### src/rtl/wb_data_packer.sv
// Packs WORD_WIDTH Wishbone strobes into DATA_WIDTH operands and buffers them in a small
// show-ahead FIFO. Configuration strobes are passed through as a one-cycle pulse.
module wb_data_packer #(
   parameter int unsigned WORD_WIDTH = 32,
   parameter int unsigned DATA_WIDTH = 128,
   parameter int unsigned FIFO_DEPTH = 4
) (
   input  logic                        wb_clk_i,
   input  logic                        wb_rst_i,
   input  logic                        input_ready,
   input  logic [WORD_WIDTH-1:0]       wishbone_data,
   input  logic                        config_en,
   input  logic                        soft_clear,
   input  logic                        out_ready,
   output logic                        out_valid,
   output logic [DATA_WIDTH-1:0]       out_data,
   output logic                        cfg_valid,
   output logic [WORD_WIDTH-1:0]       cfg_data,
   output logic [$clog2(FIFO_DEPTH):0] fifo_count,
   output logic                        overflow
);

   localparam int unsigned N    = DATA_WIDTH / WORD_WIDTH;
   localparam int unsigned WcW  = (N > 1) ? $clog2(N) : 1;
   localparam int unsigned PtrW = $clog2(FIFO_DEPTH);
   localparam int unsigned CntW = PtrW + 1;

   logic [WcW-1:0]        wc_q, wc_d;
   logic [DATA_WIDTH-1:0] acc_q, acc_d, acc_wr;
   logic [PtrW-1:0]       rd_ptr_q, rd_ptr_d;
   logic [PtrW-1:0]       wr_ptr_q, wr_ptr_d;
   logic [CntW-1:0]       count_q, count_d;
   logic                  overflow_q, overflow_d;
   logic                  cfg_valid_q, cfg_valid_d;
   logic [WORD_WIDTH-1:0] cfg_data_q, cfg_data_d;
   logic [DATA_WIDTH-1:0] mem [FIFO_DEPTH];

   logic data_strobe;
   logic cfg_strobe;
   logic last_word;
   logic full;
   logic pop;
   logic push;
   logic push_accept;
   logic mem_we;

   always_comb begin
      data_strobe = input_ready & ~config_en;
      cfg_strobe  = input_ready & config_en;
      last_word   = (wc_q == WcW'(N - 1));
      full        = (count_q == CntW'(FIFO_DEPTH));
      out_valid   = (count_q != '0);
      pop         = out_valid & out_ready;
      push        = data_strobe & last_word;
      // A full FIFO still takes the new entry when the head leaves in the same cycle.
      push_accept = push & (~full | pop);
      mem_we      = push_accept & ~soft_clear & ~wb_rst_i;

      // acc_wr carries the incoming word in its slot; on the last word it is the packed entry.
      acc_wr = acc_q;
      for (int i = 0; i < int'(N); i++) begin
         if (wc_q == WcW'(i)) begin
            acc_wr[i*WORD_WIDTH +: WORD_WIDTH] = wishbone_data;
         end
      end
   end

   always_comb begin
      wc_d        = wc_q;
      acc_d       = acc_q;
      rd_ptr_d    = rd_ptr_q;
      wr_ptr_d    = wr_ptr_q;
      count_d     = count_q;
      overflow_d  = overflow_q;
      cfg_valid_d = 1'b0;
      cfg_data_d  = cfg_data_q;

      if (soft_clear) begin
         wc_d       = '0;
         rd_ptr_d   = '0;
         wr_ptr_d   = '0;
         count_d    = '0;
         overflow_d = 1'b0;
      end else begin
         if (cfg_strobe) begin
            cfg_valid_d = 1'b1;
            cfg_data_d  = wishbone_data;
         end
         if (data_strobe) begin
            acc_d = acc_wr;
            wc_d  = last_word ? '0 : wc_q + WcW'(1);
         end
         if (push && !push_accept) begin
            overflow_d = 1'b1;
         end
         if (pop) begin
            rd_ptr_d = rd_ptr_q + PtrW'(1);
         end
         if (push_accept) begin
            wr_ptr_d = wr_ptr_q + PtrW'(1);
         end
         count_d = count_q + CntW'(push_accept) - CntW'(pop);
      end
   end

   always_ff @(posedge wb_clk_i) begin
      if (wb_rst_i) begin
         wc_q        <= '0;
         acc_q       <= '0;
         rd_ptr_q    <= '0;
         wr_ptr_q    <= '0;
         count_q     <= '0;
         overflow_q  <= 1'b0;
         cfg_valid_q <= 1'b0;
         cfg_data_q  <= '0;
      end else begin
         wc_q        <= wc_d;
         acc_q       <= acc_d;
         rd_ptr_q    <= rd_ptr_d;
         wr_ptr_q    <= wr_ptr_d;
         count_q     <= count_d;
         overflow_q  <= overflow_d;
         cfg_valid_q <= cfg_valid_d;
         cfg_data_q  <= cfg_data_d;
      end
   end

   always_ff @(posedge wb_clk_i) begin
      if (mem_we) begin
         mem[wr_ptr_q] <= acc_wr;
      end
   end

   // Storage is not reset, so the head is masked while empty to keep out_data at zero.
   assign out_data   = out_valid ? mem[rd_ptr_q] : '0;
   assign cfg_valid  = cfg_valid_q;
   assign cfg_data   = cfg_data_q;
   assign fifo_count = count_q;
   assign overflow   = overflow_q;

endmodule

### config.mk
export PLATFORM = sky130hd
export DESIGN_NAME = wb_data_packer
export DESIGN_NICKNAME = d
export VERILOG_FILES = /design/src/rtl/wb_data_packer.sv
export SDC_FILE = /design/constraint.sdc
export NUM_CORES = 1
export LEC_CHECK = 0
export ABC_AREA = 1
export ABC_CLOCK_PERIOD_IN_PS = 10280
export BUFFER_PORTS_ARGS = -buffer_cell sky130_fd_sc_hd__buf_2
export CAP_MARGIN = 20
export CORE_MARGIN = 2
export CORE_UTILIZATION = 41
export CTS_BUF_LIST = sky130_fd_sc_hd__clkbuf_16
export DETAILED_ROUTE_END_ITERATION = 16
export GPL_TIMING_DRIVEN = 0
export SETUP_SLACK_MARGIN = 0.5
export SYNTH_ARGS = -nofsm -noshare
export SYNTH_HDL_FRONTEND = slang
export SYNTH_SLANG_ARGS = --single-unit
### constraint.sdc
create_clock -name wb_clk_i -period 10.28 [get_ports wb_clk_i]
set_input_delay 1.028 -clock wb_clk_i [delete_from_list [all_inputs] [get_ports wb_clk_i]]
set_output_delay 1.028 -clock wb_clk_i [all_outputs]
set_load 0.005 [all_outputs]
After elaboration in Yosys (flattened, before gate mapping)

Memories as Yosys holds them, arrays and structs flattened. A register that Yosys moved wholly into a read port is not among the register bits.
Index checks and enable logic that the tools add are counted.

Memories kept: 1
Word-level logic and storage cells: 48
Register bits after elaboration: 171
RAM bits: 512
Input bits: 38
Output and inout port bits: 166

Memory list:

| name | depth | bits a word | rd ports | clocked after memory_dff | wr ports | RTL line | text |
|---|---|---|---|---|---|---|---|
| mem  | 4     | 128         | 1        | 1                        | 1        | 36       | `logic [DATA_WIDTH-1:0] mem [FIFO_DEPTH];` |

Bitwise logic cells: 12
Multiplexer cells: 11
$add $sub $neg: 5
Eq/ne operators: 4
Reduce and logical (&&, ||, !) cells: 7

Operator list:

| cell                  | number |
|---|---|
| $mux W128             | 1 |
| $mux W32              | 4 |
| $and A1 B1 Y1         | 7 |
| $add A2 B1 Y2 const B | 3 |
| $mux W2               | 3 |
| $eq A2 B2 Y1 const B  | 2 |
| $not A1 Y1            | 4 |
| $reduce_and A2 Y1     | 2 |
| $add A3 B1 Y3         | 1 |
| $eq A3 B3 Y1 const B  | 1 |
| $mux W1               | 3 |
| $reduce_bool A3 Y1    | 1 |
| $sub A3 B1 Y3         | 1 |
| $eq A2 B1 Y1 const B  | 1 |
| $logic_not A2 Y1      | 1 |
| $reduce_or A2 Y1      | 1 |
| $logic_and A1 B1 Y1   | 1 |
| $logic_not A1 Y1      | 1 |
| $or A1 B1 Y1          | 1 |

Logic depth before layout (Yosys ltp)

Gate-level depths: netlist (run 1).

Depth in word-level cells: 8
Depth in mapped cells: 11

Worst setup path after synthesis (run 1)

No wires, ideal clock.

Path kind: input port to flip-flop
Start point: input port config_en
End point: memory mem[0][0], enable pin
Library setup time: 0.617 ns
Required time: 9.663 ns
Buffers on the path: 0
Arrival time: 6.986 ns
Setup slack: 2.676 ns
Cell stages on the path: 5
Path through: inv_1 -> nand2_1 -> nor2_1 -> nand3_1 -> nor2_1

Longest elaborated chain between the ends: 8

Ends and longest elaborated chain:

| what                          | RTL line | text |
|---|---|---|
| start, declared               | 12       | `input logic config_en,` |
| $not A1 Y1                    | 48       | `data_strobe = input_ready & ~config_en;` |
| $and A1 B1 Y1                 | 48       |  |
| $and A1 B1 Y1                 | 54       | `push = data_strobe & last_word;` |
| $and A1 B1 Y1                 | 56       | `push_accept = push & (~full \| pop);` |
| $and A1 B1 Y1 (2 in series)   | 57       | `mem_we = push_accept & ~soft_clear & ~wb_rst_i;` |
| $mux W1                       | 129      | `if (mem_we) begin` |
| $mux W1 (not written as such) | 130      | `mem[wr_ptr_q] <= acc_wr;` |
| end, declared                 | 36       |  |

No other way between the ends.

==> results of run 1 <==
kinds of logic (layout without fill, tap and decap cells):
family                   count (synthesis)  after routing
AO/OA/AOI/OAI                          681            681
flip-flops                             685            685
adder cells (fa/ha/maj)                 11             11
other                                    0              3
AND/OR/NAND/NOR                       1004           1004
buffers and inverters                  462            818
worst min-delay path by stage:
| stage | cells after the start | end | slack [ns] | start |
|---|---|---|---|---|
| 2_1_floorplan | 2 | overflow | 0.45 | overflow |
| 3_3_place_gp | 2 | overflow | 0.44 | overflow |
| 3_5_place_dp | 2 | overflow | 0.45 | overflow |
| 4_1_cts | 2 | overflow | 0.46 | overflow |
| 5_1_grt | 2 | overflow | 0.49 | overflow |
| 6_report | 2 | overflow | 0.46 | overflow |
flip-flops by register name, indices dropped and copies added (netlist names), named ones only:
name	count
mem	512
acc_q	128
cfg_data	32
fifo_count	3
rd_ptr_q	2
wc_q	2
wr_ptr_q	2
cfg_valid	1
overflow	1
synthesized netlist by cell type:
library cell / number / share of area (%)
dfxtp_1: 173 / 12
buf_1: 5 / 0.067
inv_2: 2 / 0.027
inv_1: 282 / 3.8
nand3_1: 6 / 0.11
a21oi_1: 135 / 2.4
buf_4: 10 / 0.27
buf_6: 7 / 0.28
o21ai_0: 501 / 8.9
nand3_2: 1 / 0.036
clkbuf_1: 94 / 1.3
nor2_1: 723 / 9.7
fa_1: 1 / 0.071
nand3b_1: 1 / 0.027
ha_1: 10 / 0.45
edfxtp_1: 512 / 55
nand2_1: 272 / 3.6
buf_2: 62 / 1.1
o21ai_1: 45 / 0.80
nand2_2: 1 / 0.022
metal layers:
| metal | up-vias | global-route usage, % | wire length, microns |
|---|---|---|---|
| met4 | 0 | 9.11 | 2870 |
| met1 | 10144 | 32.8 | 35200 |
| li1 | 9995 | - | - |
| met2 | 874 | 36.6 | 38200 |
| met3 | 134 | 4.86 | 7980 |
| met5 | - | 0 | 0 |
layout by cell type, fill, tap and decap left out, types with 3 or more instances in the layout:
cell type	synthesis	routed
nor2_1	723	719
edfxtp_1	512	512
o21ai_0	501	501
inv_1	282	296
nand2_1	272	272
buf_2	62	265
dfxtp_1	173	173
a21oi_1	135	135
clkbuf_1	94	94
clkbuf_16	0	76
o21ai_1	45	45
clkinv_1	0	22
buf_12	0	16
buf_4	10	10
ha_1	10	10
clkinv_2	0	10
buf_6	7	7
bufinv_16	0	7
nand3_1	6	6
buf_1	5	5
nor2_4	0	4
buf_16	0	4
diode_2	0	3
cell type report:
type,instances,area [sq um],share of cell area (%)
Sequential cell,685,18800,57.1
Multi-Input combinational cell,1696,7370,22.3
Clock buffer,76,1900,5.76
Timing Repair Buffer,223,1450,4.38
Tap cell,873,1090,3.31
Inverter,284,1070,3.23
Buffer,178,836,2.53
Clock inverter,57,435,1.32
Antenna cell,3,7.51,0.0228
tightest hold or removal path, cell delays in order, from the launching register on:
cell and delay [ns]:
dfxtp_1 0.31, inv_1 0.05, a21oi_1 0.05
report_power, final:
group          switching, uW  internal [uW]  leakage (uW)
combinational            191           60.3       0.00569
sequential              11.2           3010       0.00610
clock                   1070           1510       0.00120
through the flow:
stage | hold WS (ns) | util (%) | setup WS, ns | cells | TNS, ns
finish | 0.456 | 48.9 | 6.31 | 4075 | 0
floorplan | 0.447 | - | 2.68 | 2843 | 0
global placement | 0.439 | 44.7 | -2.55 | 3919 | -1212.44
detailed placement | 0.447 | 45.4 | 6.21 | 3939 | 0
global route | 0.486 | 48.9 | 6.22 | 4072 | 0
CTS | 0.458 | 48.9 | 6.32 | 4072 | 0
==> flow_metrics.py, run 1 <==
metrics = {
    "status": {
        "status": "finished, final reports clean",
    },
    "clock_tree": {
        "cts_buffers": 72,
        "clock-sinks": 685,
        "clk_pin_slew_ns": 0.06,
        "h-tree-depth": 3,
        "ctsHoldBuffers": 0,
        "postCtsSetupRepairBufs": 0,
        "ctsResizeCount": 0,
        "clockBufferDepth": 3,
        "clk_latency_ns": 0.62,
        "cts_tree": "done",
        "cts_root_buf": "clkbuf_16",
    },
    "timing": {
        "setup_viol": 0,
        "slew_violations": 0,
        "clock_skew_ns": 0.0391,
        "rsz0062_at_grt": "false",
        "worst-slew-pin-transition_ns": 1.22,
        "min_period_ns": 3.97,
        "hold_viol_final": 0,
        "fin_crit_sh_pct": 38.6,
        "max_slew_margin_pct": 18.4,
        "fmax_mhz": 252,
    },
    "floorplanning": {
        "chipHeight_microns": 266,
        "core_area_sq_um": 67500,
        "die_w_microns": 266,
        "start_util_pct": 41.6,
        "pin_count": 204,
        "fp-row-count": 95,
        "dieArea_sq_um": 70600,
    },
    "setup_path": {
        "cp.depth": 6,
        "cp.arrival_ns": 2.94,
        "crit_path_end_kind": "output pin",
        "r2r-end": "mem[1][51]",
        "worst_setup_path_start_kind": "flop",
        "crit_fanout": 10,
        "endpoint": "out_data[34]",
        "cp_slowest_stage_delay_ns": 0.92,
        "worstPathRequired_ns": 9.25,
        "rrSetupSlack_ns": 6.77,
        "crit_chain": "clkbuf_1 > clkbuf_1 > nor2_1 > o21ai_0 > a21oi_1 > buf_2",
        "rr_worst_depth": 9,
        "criticalPathCategory": "reg2out",
        "path_common_cell": "clkbuf_1",
        "critPathBufInv": 3,
        "crit_family": "buffers and inverters",
        "cpMaxStageDelayCell": "clkbuf_1",
        "r2r-start": "wc_q[0]",
    },
    "drt": {
        "drt-wirelength-per-cell_microns": 20.7,
        "drt_iter0_markers": 2037,
        "firstDrtPassIters": 7,
        "via_count": 21147,
        "postRouteAntennaNets": 0,
        "routed_wirelength_mm": 84.3,
        "drc": 0,
        "via_per_inst": 5.19,
    },
    "final_layout": {
        "nFillCells": 6078,
        "areaGrowthSynthToFinish_pct": 17.5,
        "drive_gt1_share_pct": 12.7,
        "final_nets": 3189,
        "fin_area_sq_um": 33000,
    },
    "synthesis": {
        "synth_seq_cells": 685,
        "ys_seq_area_share_pct": 67.1,
        "synthSimpleGateAreaFrac_pct": 13.5,
        "synth-adder-area-share_pct": 0.517,
        "synth_compound_area_share_pct": 12.1,
        "synthMuxAreaShare_pct": 0,
        "synth_top_family_by_area": "simple AND/OR/NAND/NOR gates",
        "syn-num-nets": 2892,
        "synthXorXnorAreaFrac_pct": 0,
        "synth.avg_cell_area_sq_um": 9.88,
        "yosys_warnings": 0,
        "netlist_area_sq_um": 28100,
        "syn_inst": 2843,
        "ys_types": 20,
    },
    "global_route": {
        "grt_max_degree": 28,
        "grtUsageTotal_pct": 23.6,
        "grt_pass1_wl_mm": 125,
        "grt_pass1_vias": 20323,
        "grt-ovfl-total": 0,
        "antenna_found_initial": 4,
    },
    "flow_run": {
        "max_cap_viol_count": 0,
    },
    "placement": {
        "placed_area_sq_um": 30700,
        "gp_congestion": 0.830,
        "dp_hpwl_mm": 56.1,
        "io_buffer_count": 203,
    },
    "power": {
        "power.density_nw_per_um2": 177,
        "ir_drop_v": 0.000100,
        "leakagePower_uw": 0.0130,
        "p_total_uw": 5850,
    },
    "min_path": {
        "min_path_type": "reg2reg",
    },
}
Power figures use the tool's default switching activity.
==> run 2, diff against run 1 <==
--- a/config.mk
+++ b/config.mk
@@ -5,8 +5,8 @@
 export SDC_FILE = /design/constraint.sdc
 export NUM_CORES = 1
 export LEC_CHECK = 0
-export ABC_AREA = 1
-export ABC_CLOCK_PERIOD_IN_PS = 10280
+export ABC_AREA = 0
+export ABC_CLOCK_PERIOD_IN_PS = 3720
 export BUFFER_PORTS_ARGS = -buffer_cell sky130_fd_sc_hd__buf_2
 export CAP_MARGIN = 20
 export CORE_MARGIN = 2
==> constraint.sdc (replaced) <==
create_clock -name wb_clk_i -period 3.72 [get_ports wb_clk_i]
set_input_delay 0.372 -clock wb_clk_i [delete_from_list [all_inputs] [get_ports wb_clk_i]]
set_output_delay 0.372 -clock wb_clk_i [all_outputs]
set_load 0.005 [all_outputs]
==> flow_metrics.py, run 2 <==
metrics = {
    "global_route": {
        "grt_pass1_vias": 14892,
        "use_met2_pct": 33.7,
        "grt_util_met3_pct": 3.53,
        "antenna_found_initial": 4,
        "grtUsageTotal_pct": 20.1,
        "grt-ovfl-total": 0,
        "grt_pass1_wl_mm": 98.7,
        "grt.busiest_layer": "met2",
        "grt_max_degree": 51,
        "use_met1_pct": 26.6,
    },
    "timing": {
        "slew_violations": 0,
        "worst-slew-pin-transition_ns": 1.01,
        "setup_viol": 0,
        "hold_viol_final": 0,
        "rsz0062_at_grt": "true",
        "fmax_mhz": 329,
        "min_period_ns": 3.04,
        "clock_skew_ns": 0.0271,
        "fin_crit_sh_pct": 81.7,
        "fin_setup_tns_ns": 0,
        "setup_ws_ns": 0.680,
        "max_slew_margin_pct": 32.8,
    },
    "floorplanning": {
        "core_area_sq_um": 65700,
        "dieArea_sq_um": 68600,
        "fp-row-count": 94,
        "start_util_pct": 41.5,
        "die_w_microns": 262,
        "chipHeight_microns": 262,
        "pin_count": 204,
    },
    "drt": {
        "drc": 0,
        "via_count": 14729,
        "via_per_inst": 5.25,
        "drt_iter0_markers": 1104,
        "routed_wirelength_mm": 68.4,
        "drt-wirelength-per-cell_microns": 24.4,
        "postRouteAntennaNets": 0,
        "firstDrtPassIters": 5,
    },
    "synthesis": {
        "netlist_area_sq_um": 27300,
        "synth-async-reset-ratio_pct": 0,
        "synth.avg_cell_area_sq_um": 17.3,
        "ys_seq_area_share_pct": 69.1,
        "synth_top_area_share_pct": 56.4,
        "yosys.area.top_type": "edfxtp_1",
        "synth_edf_count": 512,
        "yosys_warnings": 0,
        "syn-num-nets": 1629,
        "ys_types": 34,
        "yosysMostFrequentCell": "edfxtp_1",
        "synth.area.top_cells": "edfxtp_1, dfxtp_1, mux4_2, mux2i_1, mux2_2",
        "synth_seq_cells": 685,
        "synth.cells.most_frequent": "edfxtp_1, dfxtp_1, nor2_1",
        "synth_flop_cell": "edfxtp_1",
        "syn_inst": 1580,
    },
    "setup_path": {
        "cp.arrival_ns": 2.67,
        "rrSetupSlack_ns": 0.69,
        "rr_worst_depth": 13,
        "crit_fanout": 10,
        "criticalPathCategory": "reg2out",
        "worstPathRequired_ns": 3.35,
        "r2r-end": "fifo_count[2]",
        "crit_path_end_kind": "output pin",
        "r2r-start": "wc_q[0]",
        "worst_setup_path_start_kind": "flop",
    },
    "power": {
        "p_int_uw": 12300,
        "power.density_nw_per_um2": 482,
        "sw_frac_of_total_pct": 20.4,
        "p_clk_share_pct": 44.7,
        "comb_power_share_pct": 2.3,
        "leakagePower_uw": 0.0111,
        "ir_drop_v": 0.000284,
        "seqPwrFrac_pct": 53.0,
        "power.switching_uw": 3150,
    },
    "placement": {
        "io_buffer_count": 202,
        "gp_congestion": 0.731,
        "dp_hpwl_mm": 42.6,
        "preCtsSetupSlack_ns": 0.0549,
    },
    "final_layout": {
        "largest_register_ffs": 512,
        "areaGrowthSynthToFinish_pct": 17.4,
        "layout_common_cells": "edfxtp_1, buf_2, dfxtp_1",
        "fin_util_pct": 48.7,
        "drive_gt1_share_pct": 32.3,
        "layout_commonest_cell": "edfxtp_1",
        "final_nets": 1926,
        "nFillCells": 5535,
        "regMostFlops": "mem",
    },
    "clock_tree": {
        "clock-sinks": 685,
        "clk_latency_ns": 0.62,
        "h-tree-depth": 3,
        "cts_root_buf": "clkbuf_16",
        "cts_buffers": 72,
        "clockBufferDepth": 3,
        "clk_pin_slew_ns": 0.06,
        "cts_tree": "done",
    },
    "min_path": {
        "hold_path.startpoint": "input_ready",
        "min_path_type": "in2reg",
        "hold-path-cell-count": 2,
        "hold_end": "cfg_valid",
    },
    "flow_run": {
        "max_cap_viol_count": 0,
    },
    "status": {
        "status": "finished, final reports clean",
    },
}
[run 2: metal layers]
metal  part of all wire (%)  vias up  wire, microns
li1                       -     6592              -
met1                     42     7648          28800
met2                     50      399          34000
met3                    5.5       90           3760
met4                    2.7        0           1820
met5                      0        -              0
[run 2: power by group through the flow]
stage	combinational, uW	clock [uW]	sequential [uW]
6_report	359	6900	8190
5_1_grt	385	7310	8180
4_1_cts	362	7030	8190
3_5_place_dp	358	0	8350
3_3_place_gp	348	0	8350
2_1_floorplan	191	0	8350
[run 2: cell type report]
type | instances | area, sq um | share of cell area, %
Clock buffer | 77 | 1930 | 6.02
Sequential cell | 685 | 18800 | 58.8
Inverter | 9 | 33.8 | 0.106
Buffer | 98 | 713 | 2.23
Antenna cell | 3 | 7.51 | 0.0234
Multi-Input combinational cell | 795 | 7780 | 24.3
Tap cell | 864 | 1080 | 3.38
Clock inverter | 56 | 343 | 1.07
Timing Repair Buffer | 216 | 1290 | 4.04
[run 2: timing repair]
action,CTS,global route
pin swaps,5,0
resized for setup,12,3
setup buffers,5,0
setup endpoints to repair,465,4
hold buffers,0,0
cloned,7,0
[run 2: kinds of logic (layout without fill, tap and decap cells)]
group | after synthesis | count (layout) | share of synthesized area (%)
flip-flops | 685 | 685 | 69.1
multiplexers | 385 | 385 | 20.6
AND/OR/NAND/NOR | 348 | 355 | 6.21
buffers and inverters | 107 | 456 | 2.68
AO/OA/AOI/OAI | 39 | 39 | 0.739
adder cells (fa/ha/maj) | 11 | 11 | 0.532
XOR/XNOR | 5 | 5 | 0.161
other | 0 | 3 | 0
[run 2: critical path: stages, from the launching register on]
cell and delay, ns:
dfxtp_1 0.47, or3_1 0.40, buf_2 0.36, clkbuf_2 0.33
and2_1 0.31, buf_2 0.16
[run 2: worst max-delay path by stage]
stage,cells after the start,from,to,slack (ns)
after floorplan,6,wc_q[0],mem[0][0],0.48
after global placement,6,wc_q[0],mem[2][113],-1.52
after detailed placement,8,wc_q[0],mem[3][113],0.05
after CTS,5,fifo_count[1],out_data[117],0.51
after global routing,13,wc_q[0],fifo_count[2],0.50
final,5,fifo_count[1],out_data[65],0.68
[run 2: stage by stage]
step           area (sq um)  cells  hold slack (ns)  power (uW)
4_1_cts               32000   2799           0.0441       15600
6_report              32000   2803           0.0783       15400
3_5_place_dp          29600   2654            0.444        8710
5_1_grt               32000   2800           0.0869       15900
3_3_place_gp          29400   2646            0.440        8700
2_1_floorplan         27300   1580            0.453        8540
==> run 3, diff against run 2 <==
--- a/config.mk
+++ b/config.mk
@@ -6,7 +6,7 @@
 export NUM_CORES = 1
 export LEC_CHECK = 0
 export ABC_AREA = 0
-export ABC_CLOCK_PERIOD_IN_PS = 3720
+export ABC_CLOCK_PERIOD_IN_PS = 2500
 export BUFFER_PORTS_ARGS = -buffer_cell sky130_fd_sc_hd__buf_2
 export CAP_MARGIN = 20
 export CORE_MARGIN = 2
==> constraint.sdc (replaced) <==
create_clock -name wb_clk_i -period 2.5 [get_ports wb_clk_i]
set_input_delay 0.25 -clock wb_clk_i [delete_from_list [all_inputs] [get_ports wb_clk_i]]
set_output_delay 0.25 -clock wb_clk_i [all_outputs]
set_load 0.005 [all_outputs]
==> flow_metrics.py, run 3 (synthesis gave the netlist of run 2 again) <==
metrics = {
    "setup_path": {
        "crit_path_end_kind": "output pin",
        "worstPathRequired_ns": 2.25,
        "criticalPathCategory": "reg2out",
        "crit_fanout": 10,
        "worst_setup_path_start_kind": "flop",
        "cp.arrival_ns": 2.26,
    },
    "drt": {
        "via_count": 16049,
        "drt-wirelength-per-cell_microns": 26.6,
        "routed_wirelength_mm": 78.8,
        "firstDrtPassIters": 5,
        "drc": 0,
        "via_per_inst": 5.42,
        "postRouteAntennaNets": 0,
        "drt_iter0_markers": 1367,
    },
    "global_route": {
        "grt_pass1_vias": 15783,
        "grt_max_degree": 45,
        "antenna_found_initial": 2,
        "grt_pass1_wl_mm": 108,
        "grtUsageTotal_pct": 22.2,
        "grt-ovfl-total": 0,
    },
    "final_layout": {
        "nFillCells": 5125,
        "largest_register_ffs": 512,
        "diodes": 0,
        "drive_gt1_share_pct": 42.5,
        "multiInputGateArea_sq_um": 8220,
        "final_nets": 2087,
        "layout_commonest_cell": "edfxtp_1",
        "areaGrowthSynthToFinish_pct": 31.6,
        "layout_common_cells": "edfxtp_1, dfxtp_1, buf_6",
        "regMostFlops": "mem",
        "regArea_sq_um": 18900,
    },
    "timing": {
        "setup_viol": 5,
        "rsz0062_at_grt": "true",
        "max_slew_margin_pct": 14.0,
        "worst-slew-pin-transition_ns": 1.29,
        "fmax_mhz": 398,
        "slew_violations": 0,
        "hold_viol_final": 0,
        "min_period_ns": 2.51,
        "fin_crit_sh_pct": 101,
        "clock_skew_ns": 0.0256,
        "setup_ws_ns": -0.0139,
    },
    "placement": {
        "preCtsSetupSlack_ns": -0.623,
        "dp_hpwl_mm": 42.2,
        "gp_congestion": 0.728,
        "io_buffer_count": 202,
    },
    "floorplanning": {
        "pin_count": 204,
        "chipHeight_microns": 262,
        "dieArea_sq_um": 68600,
        "core_area_sq_um": 65700,
        "start_util_pct": 41.5,
        "die_w_microns": 262,
        "fp-row-count": 94,
    },
    "flow_run": {
        "max_cap_viol_count": 0,
    },
    "power": {
        "ir_drop_v": 0.000486,
        "p_total_uw": 23000,
        "leakagePower_uw": 0.0125,
        "power.density_nw_per_um2": 642,
    },
    "clock_tree": {
        "clock-sinks": 685,
        "clockBufferDepth": 3,
        "cts_tree": "done",
        "cts_root_buf": "clkbuf_16",
        "h-tree-depth": 3,
        "clk_latency_ns": 0.61,
        "cts_buffers": 73,
        "clk_pin_slew_ns": 0.07,
    },
    "status": {
        "violations": "setup timing",
        "status": "finished, violations left",
    },
    "min_path": {
        "min_path_type": "in2reg",
    },
}
## run 3: cell types whose count changed in the layout (fill, tap and decap cells not counted), moves of 30 or more
cell / previous run / this run
buf_6: 17 / 147
buf_2: 232 / 108
and2_1: 130 / 27
and2_4: 0 / 103
buf_16: 8 / 44
buf_4: 6 / 42
buf_12: 11 / 41
## run 3: final timing paths
kind              slack [ns]  depth (start not counted)      endpoint              start
setup / recovery       -0.01                          5  out_data[87]               flop
hold / removal          0.02                          3  cfg_data[23]  wishbone_data[23]
setup reg to reg        0.21                         10   mem[0][118]      fifo_count[1]
hold reg to reg         0.45                          2  cfg_data[29]       cfg_data[29]
## run 3: layout make-up
cell class                      count  share of cell area (%)
Buffer                             98                    2.57
Clock buffer                       76                    5.30
Clock inverter                     58                   0.977
Inverter                            9                  0.0942
Multi-Input combinational cell    803                    22.9
Sequential cell                   685                    52.6
Tap cell                          864                    3.01
Timing Repair Buffer              368                    12.6
## run 3: power by group
part | internal (uW) | total [uW] | switching (uW) | leakage [uW]
clock | 5820 | 10300 | 4440 | 0.00117
sequential | 12200 | 12200 | 19.2 | 0.00574
combinational | 208 | 592 | 384 | 0.00558
total | 18200 | 23000 | 4840 | 0.0125
## run 3: timing repair
| item | CTS | global route |
|---|---|---|
| endpoints found under the hold margin | 26 | 0 |
| resized for setup | 263 | 163 |
| setup buffers | 57 | 25 |
| hold buffers | 27 | 0 |
| endpoints found under the setup margin | 1010 | 1106 |
| pin swaps | 16 | 28 |
| cloned | 42 | 22 |
## run 3: critical path, stage by stage (launching register included)
cell	delay, ns
dfxtp_4	0.44
buf_16	0.20
buf_12	0.17
mux4_2	0.52
and2_4	0.19
buf_6	0.11
## run 3: per-layer routing
metal / vias up / global-route usage, % / routed length, microns
li1: 6954 / - / -
met1: 8378 / 30.5 / 32700
met2: 600 / 36.5 / 38400
met3: 117 / 3.90 / 5820
met4: 0 / 6.03 / 1900
met5: - / 0 / 0
## run 3: stage by stage
step                      instance area [sq um]  hold WS, ns  instances  setup TNS [ns]  util, %
after global routing                      35900       0.0286       2961           -1.40     54.6
after floorplan                           27300        0.386       1580               0        -
after detailed placement                  29600        0.445       2654          -89.25     45.1
after global placement                    29400        0.439       2646         -492.54     44.7
final                                     35900       0.0210       2961         -0.0352     54.6
after CTS                                 34700      0.00110       2914          -0.327     52.8
